**config.mk**
```make
export PLATFORM = sky130hd
export DESIGN_NAME = axistream_forwarder
export DESIGN_NICKNAME = d
export VERILOG_FILES = /design/src/rtl/fwd_pkg.sv /design/src/rtl/fwd_out_fifo.sv /design/src/rtl/axistream_forwarder.sv
export SDC_FILE = /design/constraint.sdc
export NUM_CORES = 1
export LEC_CHECK = 0
export CAP_MARGIN = 20
export CORE_UTILIZATION = 35
export CTS_CLUSTER_SIZE = 28
export DETAILED_ROUTE_END_ITERATION = 10
export GPL_TIMING_DRIVEN = 0
export PLACE_DENSITY = 0.52
export SLEW_MARGIN = 20
export SYNTH_ARGS = -nofsm -noshare
export SYNTH_HDL_FRONTEND = slang
export SYNTH_HIERARCHICAL = 1
export SYNTH_SLANG_ARGS = --single-unit
export TNS_END_PERCENT = 30
```
**constraint.sdc**
```tcl
create_clock -name clk -period 7.1 [get_ports clk]
set_input_delay 0.71 -clock clk [delete_from_list [all_inputs] [get_ports clk]]
set_output_delay 0.71 -clock clk [all_outputs]
set_load 0.01 [all_outputs]
```
**src/rtl/fwd_pkg.sv**
```systemverilog
// Shared definitions for the AXI-Stream transmit forwarder: FSM encoding,
// width helper and the last-beat byte-enable function.
package fwd_pkg;

    // Default data width; each instance derives its own bytes-per-word from
    // its FWD_DATA_WIDTH parameter, BPW is the value for the default build.
    localparam int FWD_DATA_WIDTH_DEF = 64;
    localparam int BPW                = FWD_DATA_WIDTH_DEF / 8;

    // Widest TKEEP keep_mask() can produce (1024-bit TDATA).
    localparam int MAX_BPW = 128;

    typedef enum logic [1:0] {
        ST_IDLE  = 2'd0,
        ST_READ  = 2'd1,
        ST_DRAIN = 2'd2,
        ST_DONE  = 2'd3
    } fwd_state_e;

    // Ceiling log2, usable in parameter expressions.
    function automatic int clog2(input int v);
        int r;
        r = 0;
        while ((1 << r) < v) r = r + 1;
        return r;
    endfunction

    // Byte enables for the final beat: rem==0 means the word is full.
    // Callers truncate the result to their own TKEEP width.
    function automatic logic [MAX_BPW-1:0] keep_mask(input int unsigned rem);
        logic [MAX_BPW-1:0] m;
        if (rem == 0) m = '1;
        else          m = (MAX_BPW'(1) << rem) - MAX_BPW'(1);
        return m;
    endfunction

endpackage

```
**src/rtl/fwd_out_fifo.sv**
```systemverilog
// First-word-fall-through output FIFO. Head entry is visible on o_head
// whenever o_empty is low; push and pop in the same cycle keep the count.
module fwd_out_fifo
    import fwd_pkg::*;
#(
    parameter int  WIDTH = 73,
    parameter int  DEPTH = 4,
    localparam int AW    = clog2(DEPTH)
)(
    input  logic             clk,
    input  logic             rst,
    input  logic             i_push,
    input  logic [WIDTH-1:0] i_push_data,
    input  logic             i_pop,
    output logic [WIDTH-1:0] o_head,
    output logic [AW:0]      o_count,
    output logic             o_empty,
    output logic             o_full
);

    logic [WIDTH-1:0] r_mem [DEPTH];
    logic [AW-1:0]    r_wptr;
    logic [AW-1:0]    r_rptr;
    logic [AW:0]      r_count;
    logic             w_do_push;
    logic             w_do_pop;

    assign o_empty   = (r_count == '0);
    assign o_full    = (r_count == (AW+1)'(DEPTH));
    assign w_do_push = i_push && !o_full;
    assign w_do_pop  = i_pop && !o_empty;
    assign o_head    = r_mem[r_rptr];
    assign o_count   = r_count;

    // Storage array; contents are don't-care while the slot is unoccupied.
    always_ff @(posedge clk) begin
        if (w_do_push) r_mem[r_wptr] <= i_push_data;
    end

    // Pointers wrap naturally because DEPTH is a power of two.
    always_ff @(posedge clk or negedge rst) begin
        if (!rst) begin
            r_wptr  <= '0;
            r_rptr  <= '0;
            r_count <= '0;
        end else begin
            if (w_do_push) r_wptr <= r_wptr + AW'(1);
            if (w_do_pop)  r_rptr <= r_rptr + AW'(1);
            case ({w_do_push, w_do_pop})
                2'b10:   r_count <= r_count + (AW+1)'(1);
                2'b01:   r_count <= r_count - (AW+1)'(1);
                default: r_count <= r_count;
            endcase
        end
    end

endmodule

```
**src/rtl/axistream_forwarder.sv**
```systemverilog
// Claims an accepted packet buffer, streams it out of packet memory with a
// fixed read latency, and emits it on AXI-Stream with TKEEP/TLAST. Reads are
// credit-limited so the output FIFO can absorb every in-flight word.
module axistream_forwarder
    import fwd_pkg::*;
#(
    parameter int FWD_DATA_WIDTH = 64,
    parameter int FWD_ADDR_WIDTH = 9,
    parameter int RD_LATENCY     = 2,
    parameter int FIFO_DEPTH     = 4,
    parameter int LEN_WIDTH      = FWD_ADDR_WIDTH + clog2(FWD_DATA_WIDTH/8) + 1
)(
    input  logic                        clk,
    input  logic                        rst,
    input  logic                        rdy_for_fwd,
    output logic                        rdy_for_fwd_ack,
    input  logic [LEN_WIDTH-1:0]        fwd_byte_len,
    output logic [FWD_ADDR_WIDTH-1:0]   fwd_addr,
    output logic                        fwd_rd_en,
    input  logic [FWD_DATA_WIDTH-1:0]   fwd_rd_data,
    output logic                        fwd_done,
    output logic [FWD_DATA_WIDTH-1:0]   fwd_TDATA,
    output logic [FWD_DATA_WIDTH/8-1:0] fwd_TKEEP,
    output logic                        fwd_TVALID,
    input  logic                        fwd_TREADY,
    output logic                        fwd_TLAST
);

    localparam int NB     = FWD_DATA_WIDTH / 8;
    localparam int LOG2NB = clog2(NB);
    localparam int CNT_W  = clog2(FIFO_DEPTH) + 1;
    localparam int ENT_W  = FWD_DATA_WIDTH + NB + 1;
    localparam int WC_W   = FWD_ADDR_WIDTH + 1;
    localparam logic [LEN_WIDTH-1:0] MAX_LEN = LEN_WIDTH'(1) << (FWD_ADDR_WIDTH + LOG2NB);

    fwd_state_e r_state;
    fwd_state_e w_next;

    // Length decode (valid while rdy_for_fwd is presented in IDLE)
    logic [LEN_WIDTH-1:0]      w_len_clamp;
    logic [LEN_WIDTH-1:0]      w_len_rnd;
    logic [WC_W-1:0]           w_nwords;
    logic [NB-1:0]             w_last_keep;
    logic                      w_len_zero;

    // Per-packet state
    logic [FWD_ADDR_WIDTH-1:0] r_wcnt;
    logic [FWD_ADDR_WIDTH-1:0] r_last_idx;
    logic [NB-1:0]             r_last_keep;

    // Read pipeline tags, stage RD_LATENCY-1 lines up with fwd_rd_data
    logic [RD_LATENCY-1:0]         r_pipe_vld;
    logic [RD_LATENCY-1:0]         r_pipe_last;
    logic [RD_LATENCY-1:0][NB-1:0] r_pipe_keep;

    logic [CNT_W-1:0]          w_inflight;
    logic [CNT_W-1:0]          w_fifo_cnt;
    logic [CNT_W:0]            w_used;
    logic                      w_credit;
    logic                      w_issue_last;

    logic [ENT_W-1:0]          w_push_data;
    logic [ENT_W-1:0]          w_head;
    logic                      w_empty;
    logic                      w_full;
    logic                      w_pop;
    logic                      w_head_last;
    logic [NB-1:0]             w_head_keep;
    logic [FWD_DATA_WIDTH-1:0] w_head_data;

    assign w_len_clamp  = (fwd_byte_len > MAX_LEN) ? MAX_LEN : fwd_byte_len;
    assign w_len_rnd    = w_len_clamp + LEN_WIDTH'(NB - 1);
    assign w_nwords     = w_len_rnd[LEN_WIDTH-1:LOG2NB];
    assign w_last_keep  = NB'(keep_mask(32'(w_len_clamp) & 32'(NB - 1)));
    assign w_len_zero   = (fwd_byte_len == '0);

    assign w_issue_last = (r_wcnt == r_last_idx);
    assign w_used       = {1'b0, w_inflight} + {1'b0, w_fifo_cnt};
    assign w_credit     = (w_used < (CNT_W+1)'(FIFO_DEPTH));
    assign fwd_addr     = r_wcnt;

    // Count reads still travelling through the memory latency pipeline.
    always_comb begin
        w_inflight = '0;
        for (int i = 0; i < RD_LATENCY; i++)
            w_inflight = w_inflight + CNT_W'(r_pipe_vld[i]);
    end

    // FSM state register.
    always_ff @(posedge clk or negedge rst) begin
        if (!rst) r_state <= ST_IDLE;
        else      r_state <= w_next;
    end

    // FSM next-state logic.
    always_comb begin
        w_next = r_state;
        case (r_state)
            ST_IDLE:  if (rdy_for_fwd) w_next = w_len_zero ? ST_DONE : ST_READ;
            ST_READ:  if (w_credit && w_issue_last) w_next = ST_DRAIN;
            ST_DRAIN: if (w_pop && w_head_last) w_next = ST_DONE;
            ST_DONE:  w_next = ST_IDLE;
            default:  w_next = ST_IDLE;
        endcase
    end

    // FSM outputs; ack is gated by reset so it stays low while rst is held.
    always_comb begin
        rdy_for_fwd_ack = 1'b0;
        fwd_rd_en       = 1'b0;
        fwd_done        = 1'b0;
        case (r_state)
            ST_IDLE: rdy_for_fwd_ack = rdy_for_fwd && rst;
            ST_READ: fwd_rd_en       = w_credit;
            ST_DONE: fwd_done        = 1'b1;
            default: ;
        endcase
    end

    // Latch packet geometry on claim; advance the word address per read but
    // park it on the final word so it never wraps past the buffer.
    always_ff @(posedge clk or negedge rst) begin
        if (!rst) begin
            r_wcnt      <= '0;
            r_last_idx  <= '0;
            r_last_keep <= '0;
        end else if (rdy_for_fwd_ack) begin
            r_wcnt      <= '0;
            r_last_idx  <= FWD_ADDR_WIDTH'(w_nwords - WC_W'(1));
            r_last_keep <= w_last_keep;
        end else if (fwd_rd_en && !w_issue_last) begin
            r_wcnt      <= r_wcnt + FWD_ADDR_WIDTH'(1);
        end
    end

    // Tag pipeline matching the memory read latency.
    always_ff @(posedge clk or negedge rst) begin
        if (!rst) begin
            r_pipe_vld  <= '0;
            r_pipe_last <= '0;
            r_pipe_keep <= '0;
        end else begin
            r_pipe_vld[0]  <= fwd_rd_en;
            r_pipe_last[0] <= fwd_rd_en && w_issue_last;
            r_pipe_keep[0] <= w_issue_last ? r_last_keep : '1;
            for (int i = 1; i < RD_LATENCY; i++) begin
                r_pipe_vld[i]  <= r_pipe_vld[i-1];
                r_pipe_last[i] <= r_pipe_last[i-1];
                r_pipe_keep[i] <= r_pipe_keep[i-1];
            end
        end
    end

    assign w_push_data = {r_pipe_last[RD_LATENCY-1], r_pipe_keep[RD_LATENCY-1], fwd_rd_data};
    assign w_pop       = fwd_TVALID && fwd_TREADY;

    fwd_out_fifo #(
        .WIDTH (ENT_W),
        .DEPTH (FIFO_DEPTH)
    ) u_fifo (
        .clk         (clk),
        .rst         (rst),
        .i_push      (r_pipe_vld[RD_LATENCY-1]),
        .i_push_data (w_push_data),
        .i_pop       (w_pop),
        .o_head      (w_head),
        .o_count     (w_fifo_cnt),
        .o_empty     (w_empty),
        .o_full      (w_full)
    );

    assign {w_head_last, w_head_keep, w_head_data} = w_head;

    // Stream outputs are forced to zero when no beat is presented, which
    // also gives all-zero outputs under reset.
    assign fwd_TVALID = !w_empty;
    assign fwd_TDATA  = fwd_TVALID ? w_head_data : '0;
    assign fwd_TKEEP  = fwd_TVALID ? w_head_keep : '0;
    assign fwd_TLAST  = fwd_TVALID && w_head_last;

endmodule

```
# Yosys cells after proc, flatten, opt, wreduce, memory -nomap -nowiden
# Memory sizes are Yosys's and may differ from the RTL's.
# Index checks and enable logic that the tools add are counted.
dict set report classes {
  n_addsub 10
  magnitude_cmp 2
  n_eq_ne 10
  n_shift 1
  mux 18
  n_reduce_logical 19
}
# op n
set ops {}
lappend ops {{64-bit 2-to-1 mux} 1}
lappend ops {{32-bit zero test} 1}
lappend ops {{8-bit 2-to-1 mux} 3}
lappend ops {{9-bit 2-to-1 mux} 2}
lappend ops {{13-bit > comparator (second input constant)} 1}
lappend ops {{13-bit zero test} 1}
lappend ops {{12-bit by 3-bit adder with 12-bit output (second input constant)} 1}
lappend ops {{12-bit 2-to-1 mux} 1}
lappend ops {{9-bit by 1-bit adder with 9-bit output (second input constant)} 1}
lappend ops {{9-bit equality test} 1}
lappend ops {{1-bit logical AND} 9}
lappend ops {{9-bit by 1-bit subtractor with 9-bit output (second input constant)} 1}
lappend ops {{2-bit 2-to-1 mux} 4}
lappend ops {{2-bit case mux with 4 select lines} 1}
lappend ops {{1-bit by 3-bit << shifter with 8-bit output (first input constant)} 1}
lappend ops {{8-bit by 2-bit subtractor with 8-bit output (second input constant)} 1}
lappend ops {{2-bit equality test (second input constant)} 3}
lappend ops {{2-bit inequality test (second input constant)} 3}
lappend ops {{3-bit case mux with 2 select lines} 1}
lappend ops {{1-bit 2-to-1 mux} 5}
lappend ops {{2-bit by 1-bit adder with 2-bit output (second input constant)} 2}
lappend ops {{3-bit by 3-bit adder with 4-bit output} 1}
lappend ops {{2-bit by 1-bit equality test with 1-bit output (second input constant)} 2}
lappend ops {{4-bit by 3-bit less-than comparator with 1-bit output (second input constant)} 1}
lappend ops {{other kinds (9)} 12}
dict set report word_totals {
  ff_bits 55
  ramBits 292
  in_bits 81
  output_inout_bits 86
  wordCells 72
  memories 1
}
# memory words width rd rd_ports_with_merged_regs wr line
set memory_table {}
lappend memory_table {u_fifo.r_mem 4 73 1 0 1 fwd_out_fifo.sv:21} ;# logic [WIDTH-1:0] r_mem [DEPTH];

# Longest topological paths before layout
# Gate-level depths: netlist (run 1).
dict set report logic_depth {
  depth_word 7
  depth_mapped 10
  ltp_nobuf 9
}

# Cells and area by module
# The synthesis (run 1) kept the hierarchy.
# mod instances cells_each area_each_um2 seq_area_each_um2
set modules_own_cells {}
lappend modules_own_cells {fwd_out_fifo 1 418 10955.5 8943.6}
lappend modules_own_cells {axistream_forwarder 1 341 3099.2 1201.2}

# Least setup slack after synthesis (run 1)
# No wires, ideal clock.
dict set report synth_timing {
  path_kind {register to register}
  start {register u_fifo.r_count[2], in the netlist u_fifo/o_count[2]}
  end {memory u_fifo.r_mem[0][0], enable pin}
  setup_ns 0.439
  t_arrival_ns 2.529
  required_time_ns 6.661
  slack_ns 4.132
  path_stages_with_launch 4
  path_buffers 0
  period_less_slack_ns 2.968
  path_cell_list {dfrtp_1 nor3b_2 nor2b_2 and2_1}
}
dict set report synth_via {
  elab_chain_cells 5
}
# item line
set synth_lines {}
lappend synth_lines {{start: declaration} fwd_out_fifo.sv:24} ;# logic [AW:0] r_count;
lappend synth_lines {{start signal: assignment} fwd_out_fifo.sv:50} ;# 2'b10: r_count <= r_count + (AW+1)'(1);
lappend synth_lines {{start signal: assignment} fwd_out_fifo.sv:51} ;# 2'b01: r_count <= r_count - (AW+1)'(1);
lappend synth_lines {{start signal: assignment} fwd_out_fifo.sv:52} ;# default: r_count <= r_count;
lappend synth_lines {{3-bit equality test} fwd_out_fifo.sv:29} ;# assign o_full = (r_count == (AW+1)'(DEPTH));
lappend synth_lines {{named net w_full} axistream_forwarder.sv:65} ;# logic w_full;
lappend synth_lines {{1-bit zero test} fwd_out_fifo.sv:30} ;# assign w_do_push = i_push && !o_full;
lappend synth_lines {{1-bit logical AND} fwd_out_fifo.sv:30}
lappend synth_lines {{1-bit 2-to-1 mux} fwd_out_fifo.sv:37} ;# if (w_do_push) r_mem[r_wptr] <= i_push_data;
lappend synth_lines {{1-bit 2-to-1 mux (implied by the code)} fwd_out_fifo.sv:37}
lappend synth_lines {{end: declaration} fwd_out_fifo.sv:21}
# The timed path passes the listed nets, and every way through them passes these cells.

# Final worst setup path (run 1)
dict set report layout_timing {
  start {input rst}
  end {output rdy_for_fwd_ack}
}
dict set report layout_via {
  elab_chain_cells 2
}
# item line
set layout_lines {}
lappend layout_lines {{start: declaration} axistream_forwarder.sv:14} ;# input logic rst,
lappend layout_lines {{1-bit logical AND} axistream_forwarder.sv:113} ;# ST_IDLE: rdy_for_fwd_ack = rdy_for_fwd && rst;
lappend layout_lines {{1-bit 2-to-1 mux} axistream_forwarder.sv:112} ;# case (r_state)
lappend layout_lines {{end: declaration} axistream_forwarder.sv:16} ;# output logic rdy_for_fwd_ack,
# Every way passes these cells.

==> results, run 1 <==
- The run finished with clean final reports.
- The detailed-route wire length is 29800 um.
- The synthesized netlist occupies a cell area of 0.0141 sq mm.
- For this design the static power due to leakage is 5.90 nW.
- The final-layout setup total negative slack is 0 ns.
- Once placement completed, the tool counted placed cells totaling 1452.
- The count of flip-flops with a built-in enable after synthesis is 292.
- For this configuration, the core starts out at a cell density of 35.5%.
- Buffers inserted during clock tree synthesis total 39.
- For the pin with the worst max-slew slack, the measured transition is 0.899 ns.
- CTS built an H-tree with a depth of 2.
- Counting every instance in the synthesized netlist gives 759.
- In the final design database the tool counted 1068 nets.
- Once layout is complete, the cells apart from fillers number 1526.
- Of the post-synthesis cell area, the dominant cell type holds 62.4%.
- The layout has 3516 filler cells.
- The cell with the most instances after synthesis is sky130_fd_sc_hd__edfxtp_1.
- The type of the setup path with the least slack is input pin to primary output.
- The number of resized instances in the post-cts repair step is 0.
- For this design, the sink count on the clock tree is 347.
- STA puts the critical path data required time at 6.39 ns.
- The overall global routing resource usage is 14.7%.
- The via-per-instance ratio is 4.85.
- The startpoint type of the worst setup path is an input pin.
- Max-cap violations in this run came to 0.
- The first global-routing pass estimated 46200 um of wire.
- The number of detailed-route iterations in the first pass is 4.
- Based on the critical path, the design can be clocked at up to 0.231 GHz.
- The placeable core area is 0.0396 sq mm.
- The number of synthesized register bits is 347.
- The routed length per instance is 19.5 um.
- The placed wire-length estimate is 18700 um.
- The global routing stage identified its most utilized layer as met2.
- The remaining routing DRC violations is 0.
- The violation count after the first detailed-route iteration is 381.
- The worst hold path begins at r_pipe_keep[5]$_DFF_PN0_.
- The endpoint type of the worst setup path is a primary output.
- In this run the critical register-to-register path is captured at fwd_addr[8]$_DFFE_PN0P_.
- The met1 layer usage reported by global route is 20.1%.
- The start of the worst register-to-register path is r_pipe_vld[0]$_DFF_PN0_.
- The number of global-route vias before repair is 7781.
- The total count of hold-check failures in the final report is 0.
- Of all flip-flops after synthesis, the portion carrying an async set or reset was 15.9%.
- VDD sags by at most 182 uV.
- In this run the worst path has a maximum fanout of 55.
- Measured against its own limit, the worst slew margin works out to 40.1%.
- In the synthesized netlist, the cells that appear most often are sky130_fd_sc_hd__edfxtp_1, sky130_fd_sc_hd__nor2b_1, sky130_fd_sc_hd__mux4_2.
- The cell depth of the worst flop-to-flop path is 7.
- The total overflow left after global routing is 0.
- The clock period could shrink to 4.33 ns.
- The worst hold path was traced through 0 stages.
- The final setup violation count is 0.
- For hold timing, the worst endpoint is r_pipe_keep[13]$_DFF_PN0_.
- The area growth from synthesis to layout is 26.1%.
- In the finished design, the share of the clock period the worst path needs comes to 61.0%.
- TritonCTS built the clock tree.
- Ranked by total cell area, the synthesized netlist is headed by sky130_fd_sc_hd__edfxtp_1, sky130_fd_sc_hd__mux4_2, sky130_fd_sc_hd__dfrtp_1, sky130_fd_sc_hd__nor2b_1, sky130_fd_sc_hd__ha_1.
- The horizontal die dimension is 202 um.
- The count of nets left with antenna violations once routing finished came out at 0.
- The arrival time at the worst endpoint is 3.62 ns.
- The last weighted congestion value of the routability-driven placer is 0.813.
- The placement row count is 73.
- The full die area is 0.0410 sq mm.
- The number of pins with negative max-slew slack in the final report was 0.
- The quantity of I/O buffers inserted on ports is 163.
- Across the routed clock network, the largest skew measured is 0.0152 ns.
- The worst hold path belongs to the class flip-flop to flip-flop.
- The via count is 7403.
- Clock tree synthesis selected as its root buffer the cell sky130_fd_sc_hd__clkbuf_16.
- Dividing total power by cell area gives a power density of 394 mW/mm^2.
- Setup repair after global routing left no endpoint under its margin.
- Entering global routing, the biggest net connects 56 pins.
- The floorplan step set the die height to 202 um.
- For this design the top-level I/O count stands at 167.
- For this run, global-route usage on met2 was measured as 23.9%.
- The minimum setup slack among reg-to-reg paths is 4.57 ns.
- The synthesized netlist contains 63 unique library cells.
- The fraction of layout instances using a drive strength above 1 is 17.2%.
- The buffer depth of the longest clock path is 3.
- Each instance of the synthesized netlist takes up on average 18.5 sq um.
- The proportion of synthesized chip area in sequential cells is 72.2%.
- The clock slew at the register clock pins of the worst setup and hold paths is 0.05 ns.
- At the later pin of the worst-skew pair, clock insertion delay measures 0.52 ns.
- The library cell with the largest summed area after synthesis is sky130_fd_sc_hd__edfxtp_1.
- For this run, global-route usage on met3 was measured as 3.06%.
- The net count after synthesis is 858.
- The initial antenna violation count is 1.
- The dominant synthesized flop cell is sky130_fd_sc_hd__edfxtp_1.
- During synthesis, Yosys emitted a total of 6 warnings.
- The post-CTS setup-driven buffer insertion count is 0.
==> layout by cell type (no fill, tap or decap), types with 3 or more instances in the layout <==
cell type	n
sky130_fd_sc_hd__a21oi_1	10
sky130_fd_sc_hd__a31oi_1	7
sky130_fd_sc_hd__and2_4	5
sky130_fd_sc_hd__and3_1	4
sky130_fd_sc_hd__buf_16	4
sky130_fd_sc_hd__buf_2	10
sky130_fd_sc_hd__buf_4	3
sky130_fd_sc_hd__buf_6	8
sky130_fd_sc_hd__bufinv_16	3
sky130_fd_sc_hd__clkbuf_1	21
sky130_fd_sc_hd__clkbuf_16	39
sky130_fd_sc_hd__clkdlybuf4s50_1	162
sky130_fd_sc_hd__clkinv_1	7
sky130_fd_sc_hd__clkinv_2	8
sky130_fd_sc_hd__dfrtp_1	55
sky130_fd_sc_hd__edfxtp_1	292
sky130_fd_sc_hd__ha_1	17
sky130_fd_sc_hd__inv_1	16
sky130_fd_sc_hd__inv_6	3
sky130_fd_sc_hd__mux2i_1	7
sky130_fd_sc_hd__mux4_2	73
sky130_fd_sc_hd__nand2_1	25
sky130_fd_sc_hd__nand2b_1	11
sky130_fd_sc_hd__nand3_1	7
sky130_fd_sc_hd__nand4_1	5
sky130_fd_sc_hd__nor2_1	18
sky130_fd_sc_hd__nor2b_1	78
sky130_fd_sc_hd__nor3_1	6
sky130_fd_sc_hd__o21ai_0	13
sky130_fd_sc_hd__o31ai_1	7
sky130_fd_sc_hd__or4_1	4
sky130_fd_sc_hd__xnor2_1	7
sky130_fd_sc_hd__xor2_1	16
==> power by group <==
part	internal [mW]	switching (mW)
combinational	1.28	1.13
sequential	2.52	0.117
clock	1.14	0.776
total	4.95	2.03
==> state kept, by name, summed over array words and instances (netlist names) <==
| name | count |
|---|---|
| u_fifo/r_mem | 292 |
| r_pipe_keep | 16 |
| fwd_addr | 9 |
| r_last_idx | 9 |
| r_last_keep | 8 |
| u_fifo/o_count | 3 |
| r_pipe_last | 2 |
| r_pipe_vld | 2 |
| r_state | 2 |
| u_fifo/r_rptr | 2 |
| u_fifo/r_wptr | 2 |
==> per-layer routing <==
| layer | part of all wire [%] | vias up | routed length, um |
|---|---|---|---|
| li1 | - | 3390 | - |
| met1 | 45 | 3793 | 13400 |
| met2 | 48 | 178 | 14300 |
| met3 | 5.0 | 42 | 1490 |
| met4 | 1.7 | 0 | 518 |
| met5 | 0 | - | 0 |
==> cell type report <==
type                    count  area (sq um)  area share, %
flip-flops and latches    347         10100           57.2
multi-input cells         360          3640           20.6
repair buffers            169          1770           9.98
clock buffers              49          1030           5.83
well taps                 525           657           3.71
plain buffers              34           208           1.17
clock inverters            22           195           1.10
inverters                  18          67.6          0.381
diodes                      2          5.00         0.0282
==> critical path, stage by stage <==
cell	delay [ns]
sky130_fd_sc_hd__dlygate4sd3_1	0.52
sky130_fd_sc_hd__buf_4	0.14
sky130_fd_sc_hd__buf_16	0.26
sky130_fd_sc_hd__nand3_1	0.43
sky130_fd_sc_hd__clkinv_1	0.37
sky130_fd_sc_hd__clkbuf_1	0.51
sky130_fd_sc_hd__clkdlybuf4s50_1	0.65
==> per-stage QoR <==
| stage | power (mW) | setup WS [ns] | hold WS [ns] | util (%) | cell area (sq um) |
|---|---|---|---|---|---|
| 2_1_floorplan | 4.05 | 4.13 | 0.331 | - | 14100 |
| 3_3_place_gp | 5.16 | 0.405 | 0.334 | 41.2 | 16300 |
| 3_5_place_dp | 5.17 | 3.16 | 0.335 | 41.6 | 16500 |
| 4_1_cts | 7.13 | 2.64 | 0.349 | 44.7 | 17700 |
| 5_1_grt | 7.36 | 2.51 | 0.354 | 44.7 | 17700 |
| 6_report | 6.98 | 2.77 | 0.348 | 44.7 | 17700 |
==> what timing repair did <==
| item | in CTS | in global routing |
|---|---|---|
| endpoints found under the hold margin | 1 | 0 |
| endpoints found under the setup margin | 0 | 0 |
| hold buffers | 1 | 0 |
==> worst max path at each step <==
stage	from	end	slack, ns
final	rst	rdy_for_fwd_ack	2.77
after global routing	rst	rdy_for_fwd_ack	2.51
after CTS	rst	rdy_for_fwd_ack	2.64
after detailed placement	rdy_for_fwd	rdy_for_fwd_ack	3.16
after global placement	rst	rdy_for_fwd_ack	0.40
after floorplan	u_fifo/o_count[2]$_DFFE_PN0P_	u_fifo/r_mem[0][0]$_DFFE_PP_	4.13
==> cell families after synthesis <==
logic type | count (synthesis) | synth area share, %
buffers and inverters | 52 | 1.96
muxes | 82 | 12.4
DFF | 347 | 72.2
and+or+nand+nor | 177 | 7.37
adders and majority gates | 18 | 1.66
AOI/OAI and AO/OA | 60 | 3.02
xor gates and xnor gates | 23 | 1.43
Power figures use the tool's default switching activity.
==> inputs of run 2 (changes only) <==
--- a/config.mk
+++ b/config.mk
@@ -10,7 +10,7 @@
 export CTS_CLUSTER_SIZE = 28
 export DETAILED_ROUTE_END_ITERATION = 10
 export GPL_TIMING_DRIVEN = 0
-export PLACE_DENSITY = 0.52
+export PLACE_DENSITY = 0.54
 export SLEW_MARGIN = 20
 export SYNTH_ARGS = -nofsm -noshare
 export SYNTH_HDL_FRONTEND = slang
==> constraint.sdc (replaced) <==
create_clock -name clk -period 3.6 [get_ports clk]
set_input_delay 0.36 -clock clk [delete_from_list [all_inputs] [get_ports clk]]
set_output_delay 0.36 -clock clk [all_outputs]
set_load 0.01 [all_outputs]
==> results, run 2 (synthesis gave the netlist of run 1 again) <==
- The achievable frequency is 0.297 GHz.
- In the routed design, unresolved DRC markers number 0.
- The register bank with the most flops is u_fifo/r_mem.
- After layout, the worst path uses 93.4% of the clock period.
- Setup repair after global routing left no endpoint under its margin.
- The clock buffer count from CTS is 40.
- After routing the design area is 0.0177 sq mm.
- The die covers 0.0410 sq mm.
- The net total in the final layout is 1070.
- The non-filler instance count after layout is 1523.
- Clock-pin slew was measured on the worst setup and hold paths at 0.06 ns.
- Leaving out fill and tap cells, the most frequent cells in the layout are sky130_fd_sc_hd__edfxtp_1, sky130_fd_sc_hd__clkdlybuf4s50_1, sky130_fd_sc_hd__nor2b_1, sky130_fd_sc_hd__mux4_2, sky130_fd_sc_hd__dfrtp_1.
- The run finished with clean final reports.
- The die is 202 um wide.
- The number of flip-flops in the largest register is 292.
- The path class of the tightest hold or removal check is input pin to async pin.
- The initial antenna violation count is 2.
- Buffers placed on the I/O ports in this run total 163.
- For this configuration, the core starts out at a cell density of 35.5%.
- The count of pins on the block boundary is 167.
- The highest ir drop seen on vdd is 307 uV.
- The detailed router placed 7354 vias in this run.
- The number of pins with negative max-slew slack in the final report is 0.
- The first routing iteration left 450 violations.
- The total instance count after detailed placement is 1453.
- The count of clock tree sinks is 347.
- The total count of hold-check failures in the final report came to 0.
- The endpoint type of the worst setup path is a primary output.
- After detailed routing, the total wire length is 29000 um.
- The number of cells on the worst reg-to-reg path is 7.
- The last weighted congestion value of the routability-driven placer is 0.792.
- After global routing the overflow that remains totals 0.
- The largest net degree at the start of global routing is 55.
- The routed length per instance is 19.0 um.
- Data on the critical path arrives at its endpoint at 3.00 ns.
- The minimum setup slack among reg-to-reg paths is 1.13 ns.
- The largest registers in the layout are u_fifo/r_mem x292, r_pipe_keep x16.
- The most common library cell in the layout ignoring fill and taps is sky130_fd_sc_hd__edfxtp_1.
- In the final layout, the share of cells above drive strength 1 is 17.1%.
- The worst setup path is launched from a flip-flop.
- The maximum level of the CTS H-tree is 2.
- After layout, the minimum clock period comes to 3.36 ns.
- After detailed routing, the number of vias per cell comes to 4.83.
- The overall global routing resource usage is 14.4%.
- Before antenna repair, the detailed router went through 4 iterations.
- The worst slack at placement is 0.118 ns.
- The reg-to-reg endpoint is fwd_addr[8]$_DFFE_PN0P_.
- From bottom edge to top edge, the die measures 202 um.
- The number of max-cap violations is 0.
- The power density over the cells is 769 mW/mm^2.
- The placeable core area is 0.0396 sq mm.
- At the pin with the least slew margin, the transition time is 0.693 ns.
- Data on the critical path is required at its endpoint by 3.24 ns.
- The number of routed nets with antenna violations is 0.
- Setup violations remaining at the end of the flow were counted as 0.
- The worst path meets setup with 0.237 ns of slack.
- After floorplanning, the core was divided into 73 placement rows.
- The TritonCTS clock tree is built.
- The wire length of the first global-routing pass is 45100 um.
- Headroom to the max-slew limit came out at 53.8%.
- The buffer depth of the longest clock path is 3.
- The root cell of the clock tree is sky130_fd_sc_hd__clkbuf_16.
- In this run the post-CTS setup repair buffer count came out at 0.
- The total cell area at the placement stage is 0.0165 sq mm.
- The worst setup path is of the flip-flop to primary output kind.
- The worst clock skew is 0.0110 ns.
- The area growth from synthesis to layout is 26.2%.
- The number of global-route vias before repair is 7853.
- The worst register-to-register path begins at r_pipe_vld[0]$_DFF_PN0_.
- Adding up every negative setup slack in the final design gives 0 ns.
- The top fanout value on the critical path is 10.
- The total leakage power is 5.90 nW.
- The later-pin clock latency in the skew report is 0.52 ns.
- Detailed placement ended at an HPWL of 18300 um.
[run 2: cell count changes in the layout (fill, tap and decap cells not counted), moves of 2 or more]
cell,previous run,this run
sky130_fd_sc_hd__clkbuf_16,39,43
sky130_fd_sc_hd__clkinv_2,8,4
sky130_fd_sc_hd__bufinv_16,3,0
sky130_fd_sc_hd__clkbuf_1,21,19
sky130_fd_sc_hd__clkbuf_8,2,0
sky130_fd_sc_hd__inv_6,3,1
[run 2: stage by stage]
stage	hold WS, ns	power [mW]	util, %
detailed placement	0.164	10.2	41.6
global placement	0.333	10.1	41.2
CTS	0.146	13.9	44.8
global route	0.197	14.4	44.7
floorplan	0.0644	7.98	-
finish	0.169	13.6	44.8
[run 2: power breakdown]
group	total, mW	internal [mW]	switching, mW
registers	5.21	4.97	0.238
logic	4.76	2.55	2.21
clock network	3.68	2.16	1.51
total	13.6	9.68	3.96
[run 2: final cells by class]
cell class | count | area, sq um
Fill cell | 3505 | 21900
Sequential cell | 347 | 10100
Multi-Input combinational cell | 360 | 3650
Timing Repair Buffer | 171 | 1820
Clock buffer | 51 | 1110
Tap cell | 525 | 657
Buffer | 33 | 205
Clock inverter | 15 | 88.8
Inverter | 18 | 67.6
Antenna cell | 3 | 7.51
[run 2: layer usage]
layer | wire, um | GRT usage, %
met2 | 14300 | 23.9
met1 | 13000 | 19.2
met3 | 1220 | 2.48
met5 | 0 | 0
met4 | 546 | 4.40
[run 2: worst max-delay path by stage]
stage,depth (start not counted),slack (ns),end,start
floorplan,3,0.63,u_fifo/r_mem[0][0]$_DFFE_PP_,u_fifo/o_count[2]$_DFFE_PN0P_
CTS,5,0.09,fwd_TDATA[4],u_fifo/o_count[0]$_DFFE_PN0P_
detailed placement,5,0.12,fwd_TDATA[4],u_fifo/o_count[0]$_DFFE_PN0P_
finish,5,0.24,fwd_TDATA[4],u_fifo/o_count[0]$_DFFE_PN0P_
global placement,5,-2.22,rdy_for_fwd_ack,rst
global route,5,0.04,fwd_TDATA[4],u_fifo/o_count[0]$_DFFE_PN0P_
[run 2: what timing repair did]
| item | in CTS | in global routing |
|---|---|---|
| hold buffers | 2 | 0 |
| endpoints found under the hold margin | 55 | 0 |
| endpoints found under the setup margin | 60 | 1 |
| resized for setup | 2 | 0 |
[run 2: worst max-delay path, cell delays in order, from the launching register on]
cell and delay [ns]:
sky130_fd_sc_hd__dfrtp_1 0.46, sky130_fd_sc_hd__nor3_2 0.39, sky130_fd_sc_hd__clkbuf_2 0.45, sky130_fd_sc_hd__clkbuf_1 0.49
sky130_fd_sc_hd__nor2b_1 0.17, sky130_fd_sc_hd__clkdlybuf4s50_1 0.52
==> inputs of run 3 (changes only) <==
--- a/config.mk
+++ b/config.mk
@@ -6,6 +6,7 @@
 export NUM_CORES = 1
 export LEC_CHECK = 0
 export CAP_MARGIN = 20
+export CORE_MARGIN = 3
 export CORE_UTILIZATION = 35
 export CTS_CLUSTER_SIZE = 28
 export DETAILED_ROUTE_END_ITERATION = 10
==> results, run 3 (synthesis gave the netlist of run 1 again) <==
- The flow ran to the end, and the final reports show no timing, DRC or antenna violations.
- The total instance count after detailed placement is 1446.
- The internal power is 9.56 mW.
- The number of inserted diodes is 0.
- The TritonCTS clock tree is built.
- The startpoint type of the worst setup path is a flip-flop.
- No sink is reached through more buffers than the 3 on the longest clock path.
- The violation count after the first detailed-route iteration is 277.
- The worst clock skew is 0.0103 ns.
- The clock group share of total power is 26.2%.
- At the pin with the least slew margin, the transition time is 0.684 ns.
- Entering global routing, the biggest net connects 46 pins.
- For hold timing, the worst endpoint is r_last_keep[5]$_DFFE_PN0P_.
- Of all nets on the critical path, the largest fanout is 10.
- Adding up every negative setup slack in the final design gives 0 ns.
- The master of the slowest instance on the critical path is sky130_fd_sc_hd__clkdlybuf4s50_1.
- In this run the critical register-to-register path is launched from r_pipe_vld[0]$_DFF_PN0_.
- The effective utilization at floorplan is 35.9%.
- The minimum setup slack among reg-to-reg paths is 1.11 ns.
- The overall global routing resource usage is 13.8%.
- The clock buffer count from CTS is 39.
- The smallest clock period supported by the final layout is computed as 3.30 ns.
- The clock slew at the register clock pins of the worst setup and hold paths is 0.06 ns.
- The pre-antenna-repair detailed-routing pass consisted of 4 iterations.
- In this run the standard cell core region covers 0.0392 sq mm.
- The later-pin clock latency in the skew report is 0.51 ns.
- Net switching is 29.2% of the power.
- The worst setup path is of the flip-flop to primary output kind.
- The core utilization of the finished layout is 45.1%.
- The non-filler instance count after layout is 1517.
- The hold path startpoint is fwd_byte_len[1].
- The number of global-route vias before repair came to 7536.
- The total leakage power is 5.86 nW.
- The die covers 0.0426 sq mm.
- The last weighted congestion value of the routability-driven placer is 0.781.
- Power spread over the standard cell area amounts to 765 mW/mm^2.
- The largest single stage delay on the critical path is 0.51 ns.
- Derived from the worst setup path, the maximum achievable clock frequency is 0.303 GHz.
- Row generation in the floorplan step produced 72 rows.
- The via count is 7361.
- The top cell types in the final layout, fill and taps aside, are sky130_fd_sc_hd__edfxtp_1, sky130_fd_sc_hd__clkdlybuf4s50_1, sky130_fd_sc_hd__nor2b_1, sky130_fd_sc_hd__mux4_2, sky130_fd_sc_hd__dfrtp_1.
- The worst hold path depth is 3.
- Of the total power, combinational logic draws 35.3%.
- The register with the most flip-flops in the layout has 292 of them.
- After detailed routing, the total wire length is 29200 um.
- Using the TritonRoute via totals, the vias-per-cell ratio works out to 4.85.
- Clock tree synthesis selected as its root buffer the cell sky130_fd_sc_hd__clkbuf_16.
- The worst hold path belongs to the class input pin to flip-flop.
- In this run the tool buffered the top-level ports with 163 buffer cells.
- The highest ir drop seen on vdd is 331 uV.
- Setup repair after global routing left no endpoint under its margin.
- Setup violations remaining at the end of the flow were counted as 0.
- The overall power is 13.5 mW.
- At the end of the flow, the number of nets in the layout was 1068.
- Counting every sink on the clock net gives 347.
- The fraction of layout instances using a drive strength above 1 is 16.7%.
- The fraction of the cycle the final worst path needs is 91.8%.
- The area growth from synthesis to layout is 25.6%.
- The count of pins on the block boundary is 167.
- For the worst flop-to-flop path, the logic depth is 7.
- In the routed design, unresolved DRC markers number 0.
- The horizontal die dimension is 206 um.
- From bottom edge to top edge, the die measures 206 um.
- For this design the total switching power over the nets is 3.94 mW.
- The number of pins with negative max-slew slack in the final report is 0.
- The total count of hold-check failures in the final report came to 0.
- The register bank with the most flops is u_fifo/r_mem.
- The largest registers in the layout are u_fifo/r_mem x292, r_pipe_keep x16.
- The detail route stage leaves a number of antenna-violating nets equal to 0.
- The first global-routing pass estimated 45000 um of wire.
- The worst pin sits at a relative slew slack of 54.4%.
- The most common library cell in the layout ignoring fill and taps is sky130_fd_sc_hd__edfxtp_1.
- The initial antenna violation count is 1.
- Summed over all layers, the global routing overflow is 0.
- The arrival time at the worst endpoint is 2.94 ns.
- After detailed routing, the average wire length per cell comes to 19.2 um.
- The critical path goes through nor3_1 > clkbuf_2 > clkbuf_1 > nor2b_1 > clkdlybuf4s50_1.
- The H-tree generated during clock tree synthesis spans 2 levels.
- The sequential share of power is 38.5%.
- Data on the critical path is required at its endpoint by 3.24 ns.
- The endpoint type of the worst setup path is a primary output.
- After legalization and detailed placement, the total HPWL measured 18900 um.
- The reg-to-reg endpoint is fwd_addr[8]$_DFFE_PN0P_.
- Max-cap violations in this run came to 0.
## run 3: changes by cell type in the layout (fill, tap and decap cells not counted), sizes merged
cell      before  now
inv           18   19
diode          3    0
clkinv        15   16
buf           29   28
clkinvlp       0    1
clkbuf        63   65
## run 3: per-stage QoR
step / hold slack (ns) / setup slack, ns / cell area, sq um
floorplan: 0.0644 / 0.632 / 14100
global placement: 0.332 / -2.44 / 16300
detailed placement: 0.234 / 0.348 / 16500
CTS: 0.186 / 0.0775 / 17700
global route: 0.227 / 0.0741 / 17700
finish: 0.204 / 0.297 / 17700
## run 3: worst max path at each step
stage / from / end / slack (ns) / cells past startpoint
6_report: u_fifo/o_count[0]$_DFFE_PN0P_ / fwd_TDATA[5] / 0.30 / 5
2_1_floorplan: u_fifo/o_count[2]$_DFFE_PN0P_ / u_fifo/r_mem[0][0]$_DFFE_PP_ / 0.63 / 3
4_1_cts: r_state[0]$_DFFE_PN0P_ / rdy_for_fwd_ack / 0.08 / 6
5_1_grt: u_fifo/o_count[0]$_DFFE_PN0P_ / fwd_TDATA[5] / 0.07 / 5
3_3_place_gp: rst / rdy_for_fwd_ack / -2.44 / 5
3_5_place_dp: fwd_byte_len[0] / r_last_idx[4]$_DFFE_PN0P_ / 0.35 / 9
## run 3: layer usage
layer | vias up | global-route usage (%) | wire (um)
li1 | 3397 | - | -
met1 | 3753 | 18.9 | 12900
met2 | 157 | 22.8 | 14100
met3 | 52 | 2.74 | 1600
met4 | 2 | 3.47 | 537
met5 | - | 0 | 13
## run 3: what timing repair did
action	in CTS	in global routing
hold endpoints to repair	55	0
gates resized for setup	1	0
setup endpoints to repair	30	1
hold buffers	1	0
buffers inserted	0	0
## run 3: power groups by stage
stage                     clock network, mW  registers [mW]  logic, mW
final                                  3.54            5.20       4.76
after global routing                   3.82            5.25       5.19
after global placement                    0            5.34       4.80
after CTS                              3.68            5.21       4.90
after detailed placement                  0            5.28       4.89
after floorplan                           0            5.25       2.73
## run 3: final cells by class
cell class | instances | area [sq um]
well taps | 518 | 648
repair buffers | 170 | 1790
plain buffers | 33 | 205
clock buffers | 53 | 1050
flip-flops and latches | 347 | 10100
multi-input cells | 360 | 3640
inverters | 18 | 67.6
fillers | 3444 | 21500
clock inverters | 18 | 105
## run 3: critical path, delay by kind of cell, from the launching register on
kind	cells	cell delay (ns)
flip-flops	1	0.46
AND/OR/NAND/NOR	2	0.50
buffers and inverters	3	1.45
